## src/rtl/packet_disassembler.sv

```systemverilog
// HDMI data island packet parser: reassembles header and four subpackets from 32 symbols
// and recomputes the BCH parity of each block to report per-block errors.
module packet_disassembler #(
  parameter bit DROP_ON_ERROR = 1'b0
) (
  input  logic         clk_pixel_i,
  input  logic         reset_i,
  input  logic         data_island_period_i,
  input  logic [8:0]   packet_data_i,
  output logic [23:0]  header_o,
  output logic [223:0] sub_o,
  output logic         header_ecc_error_o,
  output logic [3:0]   sub_ecc_error_o,
  output logic         packet_valid_o,
  output logic [4:0]   counter_o
);

  function automatic logic [7:0] bch_step(input logic [7:0] e, input logic b);
    logic [7:0] sh;
    sh = {1'b0, e[7:1]};
    if (e[0] ^ b) begin
      return sh ^ 8'h83;
    end else begin
      return sh;
    end
  endfunction

  logic [4:0]        counter_q, counter_d;
  logic [7:0]        hdr_ecc_q, hdr_ecc_d;
  logic [3:0][7:0]   sub_ecc_q, sub_ecc_d;
  logic [23:0]       hdr_buf_q, hdr_buf_d;
  logic [3:0][55:0]  sub_buf_q, sub_buf_d;
  logic [7:0]        hdr_par_q, hdr_par_d;
  logic [3:0][7:0]   sub_par_q, sub_par_d;
  logic [23:0]       header_q, header_d;
  logic [3:0][55:0]  sub_q, sub_d;
  logic              hdr_err_q, hdr_err_d;
  logic [3:0]        sub_err_q, sub_err_d;
  logic              valid_q, valid_d;

  // Symbol assembly, ECC accumulation and completion of a packet at symbol 31.
  always_comb begin
    counter_d = counter_q;
    hdr_ecc_d = hdr_ecc_q;
    sub_ecc_d = sub_ecc_q;
    hdr_buf_d = hdr_buf_q;
    sub_buf_d = sub_buf_q;
    hdr_par_d = hdr_par_q;
    sub_par_d = sub_par_q;
    header_d  = header_q;
    sub_d     = sub_q;
    hdr_err_d = hdr_err_q;
    sub_err_d = sub_err_q;
    valid_d   = 1'b0;
    if (data_island_period_i) begin
      counter_d = counter_q + 5'd1;
      if (counter_q < 5'd24) begin
        hdr_ecc_d            = bch_step(hdr_ecc_q, packet_data_i[0]);
        hdr_buf_d[counter_q] = packet_data_i[0];
      end else begin
        hdr_par_d[counter_q[2:0]] = packet_data_i[0];
      end
      for (int k = 0; k < 4; k++) begin
        if (counter_q < 5'd28) begin
          sub_ecc_d[k] = bch_step(bch_step(sub_ecc_q[k], packet_data_i[1+k]), packet_data_i[5+k]);
          sub_buf_d[k][{counter_q, 1'b0}] = packet_data_i[1+k];
          sub_buf_d[k][{counter_q, 1'b1}] = packet_data_i[5+k];
        end else begin
          sub_par_d[k][{counter_q[1:0], 1'b0}] = packet_data_i[1+k];
          sub_par_d[k][{counter_q[1:0], 1'b1}] = packet_data_i[5+k];
        end
      end
      // The parity _d values already carry this cycle's final bits.
      if (counter_q == 5'd31) begin
        header_d  = hdr_buf_q;
        sub_d     = sub_buf_q;
        hdr_err_d = (hdr_par_d != hdr_ecc_q);
        for (int k = 0; k < 4; k++) begin
          sub_err_d[k] = (sub_par_d[k] != sub_ecc_q[k]);
        end
        valid_d   = ~(DROP_ON_ERROR & (hdr_err_d | (|sub_err_d)));
        hdr_ecc_d = 8'd0;
        sub_ecc_d = {4{8'd0}};
      end else begin
        valid_d = 1'b0;
      end
    end else begin
      counter_d = 5'd0;
      hdr_ecc_d = 8'd0;
      sub_ecc_d = {4{8'd0}};
    end
  end

  // State and output registers.
  always_ff @(posedge clk_pixel_i or posedge reset_i) begin
    if (reset_i) begin
      counter_q <= 5'd0;
      hdr_ecc_q <= 8'd0;
      sub_ecc_q <= {4{8'd0}};
      hdr_buf_q <= 24'd0;
      sub_buf_q <= {4{56'd0}};
      hdr_par_q <= 8'd0;
      sub_par_q <= {4{8'd0}};
      header_q  <= 24'd0;
      sub_q     <= {4{56'd0}};
      hdr_err_q <= 1'b0;
      sub_err_q <= 4'd0;
      valid_q   <= 1'b0;
    end else begin
      counter_q <= counter_d;
      hdr_ecc_q <= hdr_ecc_d;
      sub_ecc_q <= sub_ecc_d;
      hdr_buf_q <= hdr_buf_d;
      sub_buf_q <= sub_buf_d;
      hdr_par_q <= hdr_par_d;
      sub_par_q <= sub_par_d;
      header_q  <= header_d;
      sub_q     <= sub_d;
      hdr_err_q <= hdr_err_d;
      sub_err_q <= sub_err_d;
      valid_q   <= valid_d;
    end
  end

  assign header_o           = header_q;
  assign sub_o              = sub_q;
  assign header_ecc_error_o = hdr_err_q;
  assign sub_ecc_error_o    = sub_err_q;
  assign packet_valid_o     = valid_q;
  assign counter_o          = counter_q;

endmodule
```

## config.mk

```make
export PLATFORM = sky130hd
export DESIGN_NAME = packet_disassembler
export DESIGN_NICKNAME = d
export VERILOG_FILES = /design/src/rtl/packet_disassembler.sv
export SDC_FILE = /design/constraint.sdc
export NUM_CORES = 1
export LEC_CHECK = 0
export CAP_MARGIN = 0
export CORE_UTILIZATION = 45
export CTS_BUF_LIST = sky130_fd_sc_hd__clkbuf_4
export CTS_CLUSTER_SIZE = 30
export DETAILED_ROUTE_END_ITERATION = 7
export PLACE_DENSITY = 0.76
export SYNTH_ARGS = -nofsm -noshare
export SYNTH_HDL_FRONTEND = slang
export SYNTH_SLANG_ARGS = --single-unit
```

## constraint.sdc

```tcl
create_clock -name clk_pixel_i -period 30.9 [get_ports clk_pixel_i]
set_input_delay 9.27 -clock clk_pixel_i [delete_from_list [all_inputs] [get_ports clk_pixel_i]]
set_output_delay 9.27 -clock clk_pixel_i [all_outputs]
set_load 0.02 [all_outputs]
```

==> results_dict.tcl <==
set metrics [dict create \
    grt-ovfl-total 0 \
    synth_top_area_share_pct 61.62 \
    grt.total_usage_pct 23.05 \
    critPathRequiredTime_ns 31.71 \
    wl_per_cell_um 18.64 \
    cts_tree "done" \
    yosys.area.top_type "dfrtp_1" \
    setup_violations 0 \
    synth_fp_nets 2157 \
    cts_setup_buffers 0 \
    finalPower_uw 1579 \
    portBuffers 270 \
    dr.first_iter.drc_count 1325 \
    rows 83 \
    via_count 16760 \
    period_share_pct 40.51 \
    grt_pass1_wl_mm 95.41 \
    drive_gt1_share_pct 22.31 \
    postSynthAreaPerCell_um2 11.16 \
    min_period_ns 12.52 \
    viasPerCell 5.208 \
    dieWidth_um 232.2 \
    fmax_mhz 79.90 \
    path_class "input pin to flip-flop" \
    setup_tns_ns 0 \
    worstMarginPinSlew_ns 1.161 \
    cts_root_buf "clkbuf_4" \
    holdBufCountCts 0 \
    areaGrowthSynthToFinish_pct 20.74 \
    hold_viol 0 \
    hold_class "flip-flop to flip-flop" \
    clkTransAtPathRegs_ns 0.06 \
    fin_nets 2473 \
    ys_types 54 \
    ys_seq_elements 587 \
    syn_area_um2 23840 \
    fin_hold_ws_ns 0.4445 \
    powerDensity_nw_per_um2 54.86 \
    place_congestion 0.8778 \
    die_area_um2 53900 \
    skew_ns 0.03705 \
    first_pass_iters 5 \
    synth-edff-count 0 \
    synth_ff_type "dfrtp_1" \
    startpoint_type "input pin" \
    yosysMostFrequentCell "nand2_1" \
    io_pins 271 \
    start_util_pct 46.00 \
    crit_path_end_kind "flip-flop" \
    slew_headroom_pct 22.59 \
    syn_inst 2136 \
    rsz0062_at_grt "false" \
    ys_top_cells_by_area "dfrtp_1 62%, mux2_2 13%, nand2_1 13%" \
    clockBufferDepth 3 \
    wl_mm 59.99 \
    placeableCoreArea_um2 51820 \
    p_leak_uw 0.01496 \
    cts.repair.resized 0 \
    ir_drop_mv 0.02905 \
    numCtsBuffers 148 \
    yosys_warnings 0 \
    cts_max_level 4 \
    seq_area_frac_synth_pct 61.62 \
    fill_cells 4320 \
    cp_max_fo 145 \
    final-max-slew-violation-count 0 \
    drv_cap 0 \
    clock_latency_ns 0.94 \
    setup_slack_ns 18.38 \
    ant_nets 0 \
    status "finished, final reports clean" \
    synth_common_cells "824 x nand2_1, 587 x dfrtp_1, 279 x mux2_2, 97 x clkbuf_1, 42 x xnor2_1" \
    die_h_um 232.2 \
    dp_slack_ns 17.29 \
    grt_pass1_vias 17430 \
    drc 0 \
    ys_async_sr_fraction_pct 100.0 \
    antenna_found_initial 2 \
    grt_max_degree 146 \
    dpl.hpwl_mm 37.28 \
    clock-sinks 587 \
    critPathArrivalTime_ns 13.33 \
]
==> metal layers <==
metal / part of all wire (%) / GRT usage [%] / wire (µm) / up-vias
li1: - / - / - / 7651
met1: 44 / 30.66 / 26260 / 8501
met2: 48 / 36.37 / 29040 / 502
met3: 5.4 / 5.550 / 3262 / 104
met4: 2.3 / 9.025 / 1402 / 2
met5: 0.022 / 0 / 13 / -
==> cell families (layout without fill, tap and decap cells) <==
group / after synthesis / in the layout / share of synthesized area, %
buf+inv: 131 / 532 / 2.315
fa+ha+maj: 9 / 9 / 0.4724
xor+xnor: 58 / 58 / 2.131
other cells: 0 / 1 / 0
simple gates: 951 / 951 / 16.25
flops: 587 / 587 / 61.62
mux: 321 / 321 / 15.13
compound gates: 79 / 79 / 2.084
==> worst max-delay path, stage by stage <==
cell             delay [ns]
clkdlybuf4s50_1        0.89
nand2_4                0.59
inv_8                  0.80
buf_4                  0.98
o221ai_1               0.29
nor4_1                 0.32
a31oi_1                0.11
==> cells in the final DEF (no fill, tap or decap), types with 16 or more instances in the layout <==
cell / instances
mux2i_1: 33
clkdlybuf4s50_1: 261
nor2_1: 34
a21oi_1: 35
xnor2_1: 42
clkbuf_4: 212
xor2_1: 16
mux2_2: 279
dfrtp_1: 587
nand2_1: 823
buf_4: 19
==> final cells by class <==
type | count | area (µm²) | area share, %
flip-flops and latches | 587 | 14690 | 51.03
inverters | 8 | 45.04 | 0.1565
clock buffers | 212 | 1592 | 5.529
multi-input cells | 1418 | 8613 | 29.92
clock inverters | 23 | 191.4 | 0.6651
repair buffers | 289 | 2800 | 9.728
well taps | 680 | 850.8 | 2.956
diodes | 1 | 2.502 | 0.008694
==> stage by stage <==
stage               area (µm²)  util (%)  instances
floorplan                23840         -       2136
global placement         27000     52.10       2982
detailed placement       27000     52.10       2982
CTS                      28780     55.54       3217
global route             28780     55.54       3218
finish                   28780     55.54       3218
==> where the power goes <==
part	total [µW]	internal (µW)	switching, µW
Clock	642	344	298
Combinational	106	47.7	58.4
Sequential	831	805	26.8
==> flip-flops by register name, indices dropped and copies added (netlist names), 5 cells and up <==
register and cells:
counter_o 5, hdr_buf_q 24, hdr_ecc_q 8, hdr_par_q 8
header_o 24, sub_buf_q 224, sub_ecc_q 32, sub_o 224
sub_par_q 32
==> path summary, 6_finish.rpt <==
check / start / endpoint / slack (ns) / cells after the start
max: data_island_period_i / header_ecc_error_o / 18.38 / 7
min: sub_buf_q[214] / sub_o[214] / 0.44 / 2
max reg2reg: counter_o[0] / header_ecc_error_o / 25.75 / 9
min reg2reg: sub_buf_q[214] / sub_o[214] / 0.44 / 2
max in group asynchronous: reset_i / sub_o[218] / 19.51 / 4
min in group asynchronous: reset_i / sub_o[131] / 8.88 / 2
Note: power is estimated with default switching activity, not from simulation.
==> patch: new RTL, config.mk and constraints unchanged <==
Register the input `data_island_period_i` before use. The logic sees it one clock later. The other inputs are not delayed to match.
--- a/src/rtl/packet_disassembler.sv
+++ b/src/rtl/packet_disassembler.sv
@@ -16,2 +16,8 @@
 );
+
+  logic data_island_period_q;
+
+  always_ff @(posedge clk_pixel_i) begin
+    data_island_period_q <= data_island_period_i;
+  end
 
@@ -54,3 +60,3 @@
     valid_d   = 1'b0;
-    if (data_island_period_i) begin
+    if (data_island_period_q) begin
       counter_d = counter_q + 5'd1;
Check against the original RTL: not equivalent (a bounded check fails within 4 cycles, from zero or initial values and one cycle with reset_i high).
==> patch against the original RTL <==
  * Power grew 1.4%
  * Sequential cell count increased by 1
  * Final area decreased by 0.15%
  * Utilization decreased by 0.74 points
  * Routed wire length down 0.68%
  * Setup slack got worse by 0.62 ns
  * Critical path depth is 1 lower
  * Non-clock buffer count shrank 6
  * Worst hold slack worse by 0.0017 ns
  * Synthesized area about the same
  * Clock skew up 0.020 ns
  * Highest routed layer unchanged
==> patch: results (changes against the original RTL) <==
[outcome] run status completed
[min_path] Worst Min Path Start hdr_buf_q[0]
[synthesis] share of flip-flops with an asynchronous set or reset 99.8% [-0.17 points]
[placed_design] gp weighted congestion 0.856 [-2.5%]
[placed_design] worst slack after detailed placement 16.48 ns [-0.810 ns]
[final_layout] Total Nets Final 2469 [-0.16%]
[grt] antenna violations before repair 3 [+1]
[grt] Total GRT Usage 22.9% [-0.18 points]
[drt] drt total wl 59600 µm [-0.68%]
[grt] global-route wire length before repair 94200 µm [-1.2%]
[synthesis] Yosys warnings 0 [unchanged]
[sta] skew final 0.0569 ns [+0.0199 ns]
[min_path] endpoint with the worst hold slack header_o[0]
[critical_path] number of cells on the worst reg-to-reg path 8 [-1]
[sta] smallest hold slack 0.443 ns [-0.00170 ns]
[synthesis] post-synthesis net count 2158 [+0.046%]
[critical_path] worst reg-to-reg setup slack 26.37 ns [+0.62 ns]
[critical_path] R2R Path End sub_o[28]
[power] Leakage Power 14.0 nW [-6.2%]
[placed_design] Post-DP HPWL 37400 µm [+0.20%]
[clock_tree] number of clock buffers inserted by TritonCTS 149 [+0.68%]
[drt] count of routing violations after the opening detailed-route iteration 1354 [+2.2%]
[synthesis] most used flip-flop cell after synthesis sky130_fd_sc_hd__dfrtp_1
[sta] Worst Slack Setup Final 17.76 ns [-0.624 ns]
[synthesis] library cells used by synthesis 55 [+1.9%]
[grt] largest net degree at the start of global routing 149 [+2.1%]
[clock_tree] clock insertion delay at the later pin of the skew report 0.98 ns [+0.04 ns]
[synthesis] largest cells by area after synthesis sky130_fd_sc_hd__dfrtp_1 (62%), sky130_fd_sc_hd__mux2_2 (13%), sky130_fd_sc_hd__nand2_1 (13%)
[grt] vias in the first global route 17365 [-0.39%]
[final_layout] fraction of layout cells with a size suffix above 1 22.0% [-0.28 points]
[critical_path] Worst Path Arrival 14.07 ns [+0.74 ns]
[sta] worst slew slack as a fraction of its limit 23.4% [+0.85 points]
[power] IR drop worst, VDD 0.0234 mV [-19%]
[critical_path] peak fanout along the critical path 148 [+2.1%]
[drt] vias per std cell 5.24 [+0.61%]
[synthesis] sequential share of the synthesized area 61.6% [about the same]
==> patch: worst max path at each step <==
stage,cells after the start,endpoint,startpoint
final,6,sub_par_q[29],reset_i
after global routing,6,sub_par_q[29],reset_i
after CTS,6,sub_par_q[29],reset_i
after detailed placement,6,counter_o[0],reset_i
after global placement,6,sub_buf_q[111],reset_i
after floorplan,1,counter_o[0],reset_i
==> patch: per-stage QoR <==
step	cells	util, %	power, mW	instance area (µm²)
5_1_grt	3222	54.8	1.68	28700
3_3_place_gp	2985	51.4	0.977	27000
3_5_place_dp	2985	51.4	0.984	27000
6_report	3222	54.8	1.60	28700
4_1_cts	3221	54.8	1.62	28700
2_1_floorplan	2137	-	0.952	23900
==> patch: logic make-up after synthesis <==
family | after synthesis | synth area share (%)
AOI/OAI and AO/OA | 79 | 2.08
xor gates and xnor gates | 58 | 2.13
adders and majority gates | 9 | 0.472
buffers and inverters | 131 | 2.31
DFF | 588 | 61.6
muxes | 321 | 15.1
and+or+nand+nor | 951 | 16.2
==> patch: per-layer routing <==
layer  up-vias  track usage, %  routed length [µm]
li1       7680               -                   -
met1      8555            29.8               25300
met2       529            35.4               28700
met3       115            6.13                3690
met4         4            10.9                1890
met5         -               0                  22
==> patch: worst min-delay path: stages, from the launching register on <==
cell and delay, ns:
sky130_fd_sc_hd__dfrtp_1 0.34, sky130_fd_sc_hd__nand2_1 0.05, sky130_fd_sc_hd__nand2_1 0.05
==> patch: cell type report <==
type                    count  area [µm²]
diodes                      1        2.50
clock buffers             210        1580
clock inverters            26         181
fillers                  4412       23700
inverters                   8        45.0
multi-input cells        1418        8610
flip-flops and latches    588       14700
well taps                 688         861
repair buffers            283        2760
==> patch: power breakdown <==
group	total, mW	switching, mW	internal [mW]
clock network	0.631	0.298	0.333
logic	0.116	0.0593	0.0572
registers	0.854	0.0356	0.818
total	1.60	0.393	1.21
